### src/rtl/mem_port_arbiter.sv
// mem_port_arbiter
//   Shares one fixed-latency memory between the fetch stage (instruction
//   reads) and the memory stage (data loads/stores). Fixed priority
//   data > fetch. A granted command is held on mem_* for LAT cycles, the read
//   data is captured on the last hold cycle, and a one-cycle ack follows in
//   RESP. Unaligned accesses skip the memory and go straight to RESP with err.
//
// Ports
//   clk, rst            clock, asynchronous active-low reset
//   if_req/addr/flush   fetch request, byte address, kill of current fetch
//   if_ack/rdata/err    fetch response (rdata/err valid with ack)
//   if_stall            fetch stage hold
//   dm_req/wr/addr/wdata  data request (wr=1 store)
//   dm_ack/rdata/err    data response
//   dm_stall            memory stage hold
//   mem_en/wr/addr/wdata  registered memory command
//   mem_rdata           memory read data, valid on the last hold cycle
module mem_port_arbiter #(
    parameter int LAT   = 4,
    parameter int CNT_W = 3
) (
    input  logic        clk,
    input  logic        rst,
    input  logic        if_req,
    input  logic [15:0] if_addr,
    input  logic        if_flush,
    output logic        if_ack,
    output logic [15:0] if_rdata,
    output logic        if_err,
    output logic        if_stall,
    input  logic        dm_req,
    input  logic        dm_wr,
    input  logic [15:0] dm_addr,
    input  logic [15:0] dm_wdata,
    output logic        dm_ack,
    output logic [15:0] dm_rdata,
    output logic        dm_err,
    output logic        dm_stall,
    output logic        mem_en,
    output logic        mem_wr,
    output logic [15:0] mem_addr,
    output logic [15:0] mem_wdata,
    input  logic [15:0] mem_rdata
);

    typedef enum logic [1:0] {IDLE, FETCH, DATA, RESP} state_t;

    state_t           state, state_nxt;
    logic [CNT_W-1:0] cnt;
    logic             owner_dm;   // 1 = data owns the current transaction
    logic             flushed;    // fetch owner was killed; drop its response
    logic             err_q;      // current transaction was unaligned
    logic             grant_dm, grant_if, grant;
    logic [15:0]      grant_addr;
    logic             unaligned;
    logic             last_hold;
    logic             in_resp;

    assign grant      = grant_dm | grant_if;
    assign grant_addr = dm_req ? dm_addr : if_addr;
    assign unaligned  = grant_addr[0];
    assign last_hold  = (state == FETCH || state == DATA) && (cnt == '0);
    assign in_resp    = (state == RESP);

    always_ff @(posedge clk or negedge rst) begin
        if (!rst) state <= IDLE;
        else      state <= state_nxt;
    end

    always_comb begin
        state_nxt = state;
        grant_dm  = 1'b0;
        grant_if  = 1'b0;
        case (state)
            IDLE: begin
                // A fetch flushed in the same cycle it is presented is never granted.
                if (dm_req)                 grant_dm = 1'b1;
                else if (if_req && !if_flush) grant_if = 1'b1;
                if (grant_dm || grant_if)
                    state_nxt = unaligned ? RESP : (grant_dm ? DATA : FETCH);
            end
            FETCH, DATA: if (cnt == '0) state_nxt = RESP;
            RESP:        state_nxt = IDLE;
            default:     state_nxt = IDLE;
        endcase
    end

    // Response outputs exist only in RESP; a flush arriving in RESP still
    // suppresses the fetch ack.
    assign if_ack   = in_resp & ~owner_dm & ~flushed & ~if_flush;
    assign dm_ack   = in_resp & owner_dm;
    assign if_err   = if_ack & err_q;
    assign dm_err   = dm_ack & err_q;
    assign if_stall = if_req & ~if_ack;
    assign dm_stall = dm_req & ~dm_ack;

    always_ff @(posedge clk or negedge rst) begin
        if (!rst) begin
            cnt       <= '0;
            owner_dm  <= 1'b0;
            flushed   <= 1'b0;
            err_q     <= 1'b0;
            mem_en    <= 1'b0;
            mem_wr    <= 1'b0;
            mem_addr  <= '0;
            mem_wdata <= '0;
            if_rdata  <= '0;
            dm_rdata  <= '0;
        end else begin
            case (state)
                IDLE: begin
                    if (grant) begin
                        owner_dm <= grant_dm;
                        flushed  <= 1'b0;
                        err_q    <= unaligned;
                        if (!unaligned) begin
                            mem_en    <= 1'b1;
                            mem_wr    <= grant_dm & dm_wr;
                            mem_addr  <= grant_addr;
                            if (grant_dm) mem_wdata <= dm_wdata;
                            cnt       <= CNT_W'(LAT - 1);
                        end
                    end
                end
                FETCH, DATA: begin
                    if (if_flush && !owner_dm) flushed <= 1'b1;
                    if (last_hold) begin
                        mem_en <= 1'b0;
                        mem_wr <= 1'b0;
                        if (!mem_wr) begin
                            if (owner_dm)                  dm_rdata <= mem_rdata;
                            else if (!flushed && !if_flush) if_rdata <= mem_rdata;
                        end
                    end else begin
                        cnt <= cnt - 1'b1;
                    end
                end
                RESP: begin
                    if (if_flush && !owner_dm) flushed <= 1'b1;
                end
                default: ;
            endcase
        end
    end

endmodule

### config.mk
export PLATFORM = sky130hd
export DESIGN_NAME = mem_port_arbiter
export DESIGN_NICKNAME = d
export VERILOG_FILES = /design/src/rtl/mem_port_arbiter.sv
export SDC_FILE = /design/constraint.sdc
export NUM_CORES = 1
export LEC_CHECK = 0
export CORE_MARGIN = 1
export CORE_UTILIZATION = 40
export CTS_BUF_LIST = sky130_fd_sc_hd__clkbuf_8
export DETAILED_ROUTE_END_ITERATION = 10
export PLACE_DENSITY = 0.8
export SLEW_MARGIN = 20
export SYNTH_ARGS = -nofsm -noshare
export SYNTH_HDL_FRONTEND = slang
export SYNTH_SLANG_ARGS = --single-unit
### constraint.sdc
create_clock -name clk -period 3.85 [get_ports clk]
set_input_delay 0.77 -clock clk [delete_from_list [all_inputs] [get_ports clk]]
set_output_delay 0.77 -clock clk [all_outputs]
set_load 0.005 [all_outputs]
Word level (Yosys, flattened, before mapping):

Cells that the tools add are included.

* bits of input ports: 70
* flip-flop bits (word level): 73
* output and inout bits: 72

* eq/ne operators: 10
* add/sub/neg operators: 1
* bitwise operators: 17
* reduce and logical (&&, ||, !) cells: 23
* mux-type cells: 27

Operators by type and width (number)
* two-way mux 16 bit: 1
* AND reduction 4 bit: 4
* two-way mux 1 bit: 14
* inequality test 2 bit, second input constant: 6
* bitwise AND 1 bit: 9
* two-way mux 3 bit: 3
* two-way mux 2 bit: 4
* inverter 1 bit: 7
* case mux 1 bit (2 select lines): 3
* case mux 2 bit (3 select lines): 1
* case mux 3 bit (2 select lines): 1
* AND reduction 2 bit: 3
* AND reduction 5 bit: 1
* equality test 2 bit, second input constant: 2
* logical AND 1 bit: 4
* zero test 1 bit: 3
* zero test 3 bit: 1
* AND reduction 3 bit: 1
* OR reduction 3 bit: 1
* subtractor 3 x 1 -> 3 bit, second input constant: 1
* equality test 2 x 1 -> 1 bit, second input constant: 1
* zero test 2 bit: 1
* logical OR 1 bit: 2
* inequality test 2 x 1 -> 1 bit, second input constant: 1
* 3 further kinds: 3

Logic depth before layout (Yosys ltp):

* word-level depth: 9
* mapped depth: 7
* gate-level depth less buffers: 6

Worst setup path after synthesis:

No wires, ideal clock.

* kind: input to output
* start: in dm_req
* end: out dm_stall
* cell stages on the path: 4
* arrival time: 1.311 ns
* setup slack: 1.769 ns
* path through: buf_2 > buf_2 > inv_1 > nor2_1

* longest elaborated chain between the ends: 1

RTL lines
* start: declaration: RTL line 31 `input logic dm_req,`
* bitwise AND 1 bit: RTL line 95 `assign dm_stall = dm_req & ~dm_ack;`
* end: declaration: RTL line 38 `output logic dm_stall,`

Every way passes these cells.

Final worst setup path:

* start: in if_flush
* end: out if_err

* longest elaborated chain between the ends: 3

RTL lines
* start: declaration: RTL line 26 `input logic if_flush,`
* inverter 1 bit: RTL line 90 `assign if_ack = in_resp & ~owner_dm & ~flushed & ~if_flush;`
* bitwise AND 1 bit: RTL line 90
* bitwise AND 1 bit: RTL line 92 `assign if_err = if_ack & err_q;`
* end: declaration: RTL line 29 `output logic if_err,`

Every way passes these cells.

==> metrics.md <==
| Metric | Value |
|---|---|
| Outcome | `complete, no violations` |
| Buf/Inv on CP | `2` |
| Endpoints failing hold | `0` |
| Initial antenna violation count | `0` |
| Slew Limit Fails | `0` |
| Achievable Freq | `0.318 GHz` |
| Post-Route WL | `7140 µm` |
| MaxCap Viol Count | `0` |
| I/O pin total | `142` |
| Cells along the critical path | `clkdlybuf4s50_1 > nor3_1 > and3_1 > clkdlybuf4s50_1` |
| Clk buf depth | `2` |
| RSZ-0062 raised after global routing | `false` |
| Hold Buf Count CTS | `0` |
| CTS tree | `yes` |
| Worst path top cell family by delay | `buffers and inverters` |
| Hold WC Path Type | `flip-flop to flip-flop` |
| Die X | `92.1 µm` |
| Commonest non-fill, non-tap cell in the layout | `clkdlybuf4s50_1` |
| Number of global-route vias before repair | `2448` |
| Core outline area | `7810 µm²` |
| Seq pwr share | `0.379` |
| Remaining Overflow, GRT | `0` |
| Ys flop type | `dfrtp_1` |
| Share of the yosys chip area belonging to registers | `0.562` |
| Sw frac | `0.292` |
| Post-synth cell types | `44` |
| Via-per-instance ratio | `4.91` |
| Commonest non-fill, non-tap cells in the layout | `clkdlybuf4s50_1, dfrtp_1, mux2_2, o21ai_0, nand2_1` |
| Crit path DAT | `about 2400 ps` |
| Share of cells above drive strength 1 | `0.195` |
| Worst-path clk slew | `~70 ps` |
| CTS sink count | `73` |
| Pwr dens | `just under 700 nW/µm²` |
| Synth Area per Inst | `13.2 µm²` |
| Power share of the combinational group | `0.427` |
| Slew @ Worst Pin | `just under 900 ps` |
| Crit path top cell by count | `clkdlybuf4s50_1` |
| Maximum vdd drop | `0.000241 V` |
| Skew-Pair Late Insertion Delay | `340 ps` |
| Wire per inst | `approximately 14 µm` |
| Int Power | `2380 µW` |
| Syn-to-layout area delta | `51.5%` |
| CP Class | `input pin to output port` |
| Number of synthesized flops with an enable pin | `0` |
| GPL Wtd Cong | `0.835` |
| Post-synth top area cell | `dfrtp_1` |
| Global-route wire length before repair | `~12000 µm` |
| Antenna cells | `0` |
| Synth Instances | `247` |
| Synthesized net count | `322` |
| GR peak layer | `met2` |
| Post-detail-place hpwl | `5260 µm` |
| Via count | `2436` |
| Fin crit share | `0.816` |
| Skew final | `between 10 and 15 ps` |
| Die Span Y | `92.1 µm` |
| Top cell type's share of synthesized area | `0.562` |
| Power Total | `3370 µW` |
| Yosys warnings | `0` |
| Met3 Resource Use GR | `0.0506` |
| Syn Std Cell Area | `around 3200 µm²` |
| Clk Tree Root Cell | `clkbuf_8` |
| H-tree depth | `3` |
| Crit path time final | `3140 ps` |
| Fin nets | `464` |
| Crit-path max cell delay | `500 ps` |
| First-pass DRT Iterations | `4` |
| Port buffer count | `140` |
| Worst hold slack | `just under 500 ps` |
| Worst R2R Setup Slack | `1710 ps` |
| Final setup viols | `0` |
| Die area | `8490 µm²` |
| Pin count of the biggest net entering global routing | `74` |
| Row count | `32` |
| Asr flop ratio synth | `1.00` |
| Startpoint Class | `input pin` |
| Initial core utilization | `0.416` |
| Slew headroom | `0.407` |
| Synth area leaders | `dfrtp_1, mux2_2, mux2i_1` |
| Drt drc | `0` |
| Post-CTS Setup Repair Bufs | `0` |
| Post-route ant nets | `0` |
| Switching power | `983 µW` |
| Worst setup path startpoint | `if_flush` |
| Req. time, crit path | `just over 3000 ps` |
| Slowest cell on crit path | `clkdlybuf4s50_1` |
| Pleak | `0.00222 µW` |
| GRT Overall Usage | `0.175` |
| Setup TNS | `0 ps` |
| Seq cells post-synth | `between 70 and 80` |
| CTS Buf Count | `9` |
| Met2 usage | `0.282` |
| Iteration-0 DRC Markers | `44` |
| CP Capture Type | `output port` |
| CP Max Fanout | `6` |
| Clock power frac | `0.195` |
| Post-CTS sizing | `0` |
| Worst reg2reg startpoint | `state[0]` |
| Hold_sp | `mem_addr[2]` |
| Met1 GRT Util | `0.222` |
area by class of cell:
cell class | instances | area [µm²]
repair buffers | 142 | 1410
flip-flops and latches | 73 | 1830
clock buffers | 9 | 124
inverters | 9 | 33.8
fillers | 642 | 2890
well taps | 102 | 128
clock inverters | 7 | 96.3
multi-input cells | 154 | 1300
registers in the layout, summed over array words and instances (netlist names), 2 cells and up:
register   count
mem_wdata     16
state          2
cnt            3
dm_rdata      16
if_rdata      16
mem_addr      15
cell families after synthesis:
group,synth area share
AO/OA/AOI/OAI,0.0705
other,0.00115
buffers and inverters,0.0377
adder cells (fa/ha/maj),0.0193
XOR/XNOR,0.00270
multiplexers,0.231
AND/OR/NAND/NOR,0.0759
flip-flops,0.562
worst paths after layout:
kind | end | cells past startpoint
max reg2reg | mem_wdata[13] | 5
min reg2reg | mem_addr[2] | 2
max | if_err | 4
min in group asynchronous | mem_wdata[14] | 1
max in group asynchronous | mem_addr[5] | 1
min | mem_addr[2] | 2
power by group through the flow:
stage	clock network, µW	logic, µW	registers, µW
2_1_floorplan	0	616	1300
3_3_place_gp	0	1420	1270
3_5_place_dp	0	1450	1290
4_1_cts	677	1460	1280
5_1_grt	711	1570	1320
6_report	656	1440	1280
synthesized netlist by cell type, types with 2 or more instances:
master	instances
buf_6	3
nor3b_1	2
o211ai_1	3
clkbuf_1	2
o21a_1	2
ha_1	5
and3_1	2
dfrtp_1	73
nand2_1	17
inv_1	8
a21oi_1	5
nor2_1	4
nor3_1	2
nand2_2	2
nand4_1	2
and2_1	3
mux2_2	39
o21ai_0	18
mux2_4	10
mux2i_1	16
buf_2	4
nor2b_1	2
nand3_1	2
metal layers:
metal  routed length [µm]  vias up
met1                 3090     1177
met4                  106        0
li1                     -     1155
met5                    0        -
met2                 3420       93
met3                  513       11
through the flow:
step | instance area, µm² | cells | utilization | setup WS [ps]
floorplan | 3250 | 247 | - | 1770
CTS | 4920 | 496 | 0.630 | 717
global placement | 4700 | 480 | 0.602 | 700
detailed placement | 4700 | 480 | 0.602 | 719
global route | 4920 | 496 | 0.630 | 588
finish | 4920 | 496 | 0.630 | 708
worst min-delay path, cell delays in order, from the launching register on:
cell     delay, ps
dfrtp_1        350
nand2_1         50
o21ai_0         60
Power figures use the tool's default switching activity.
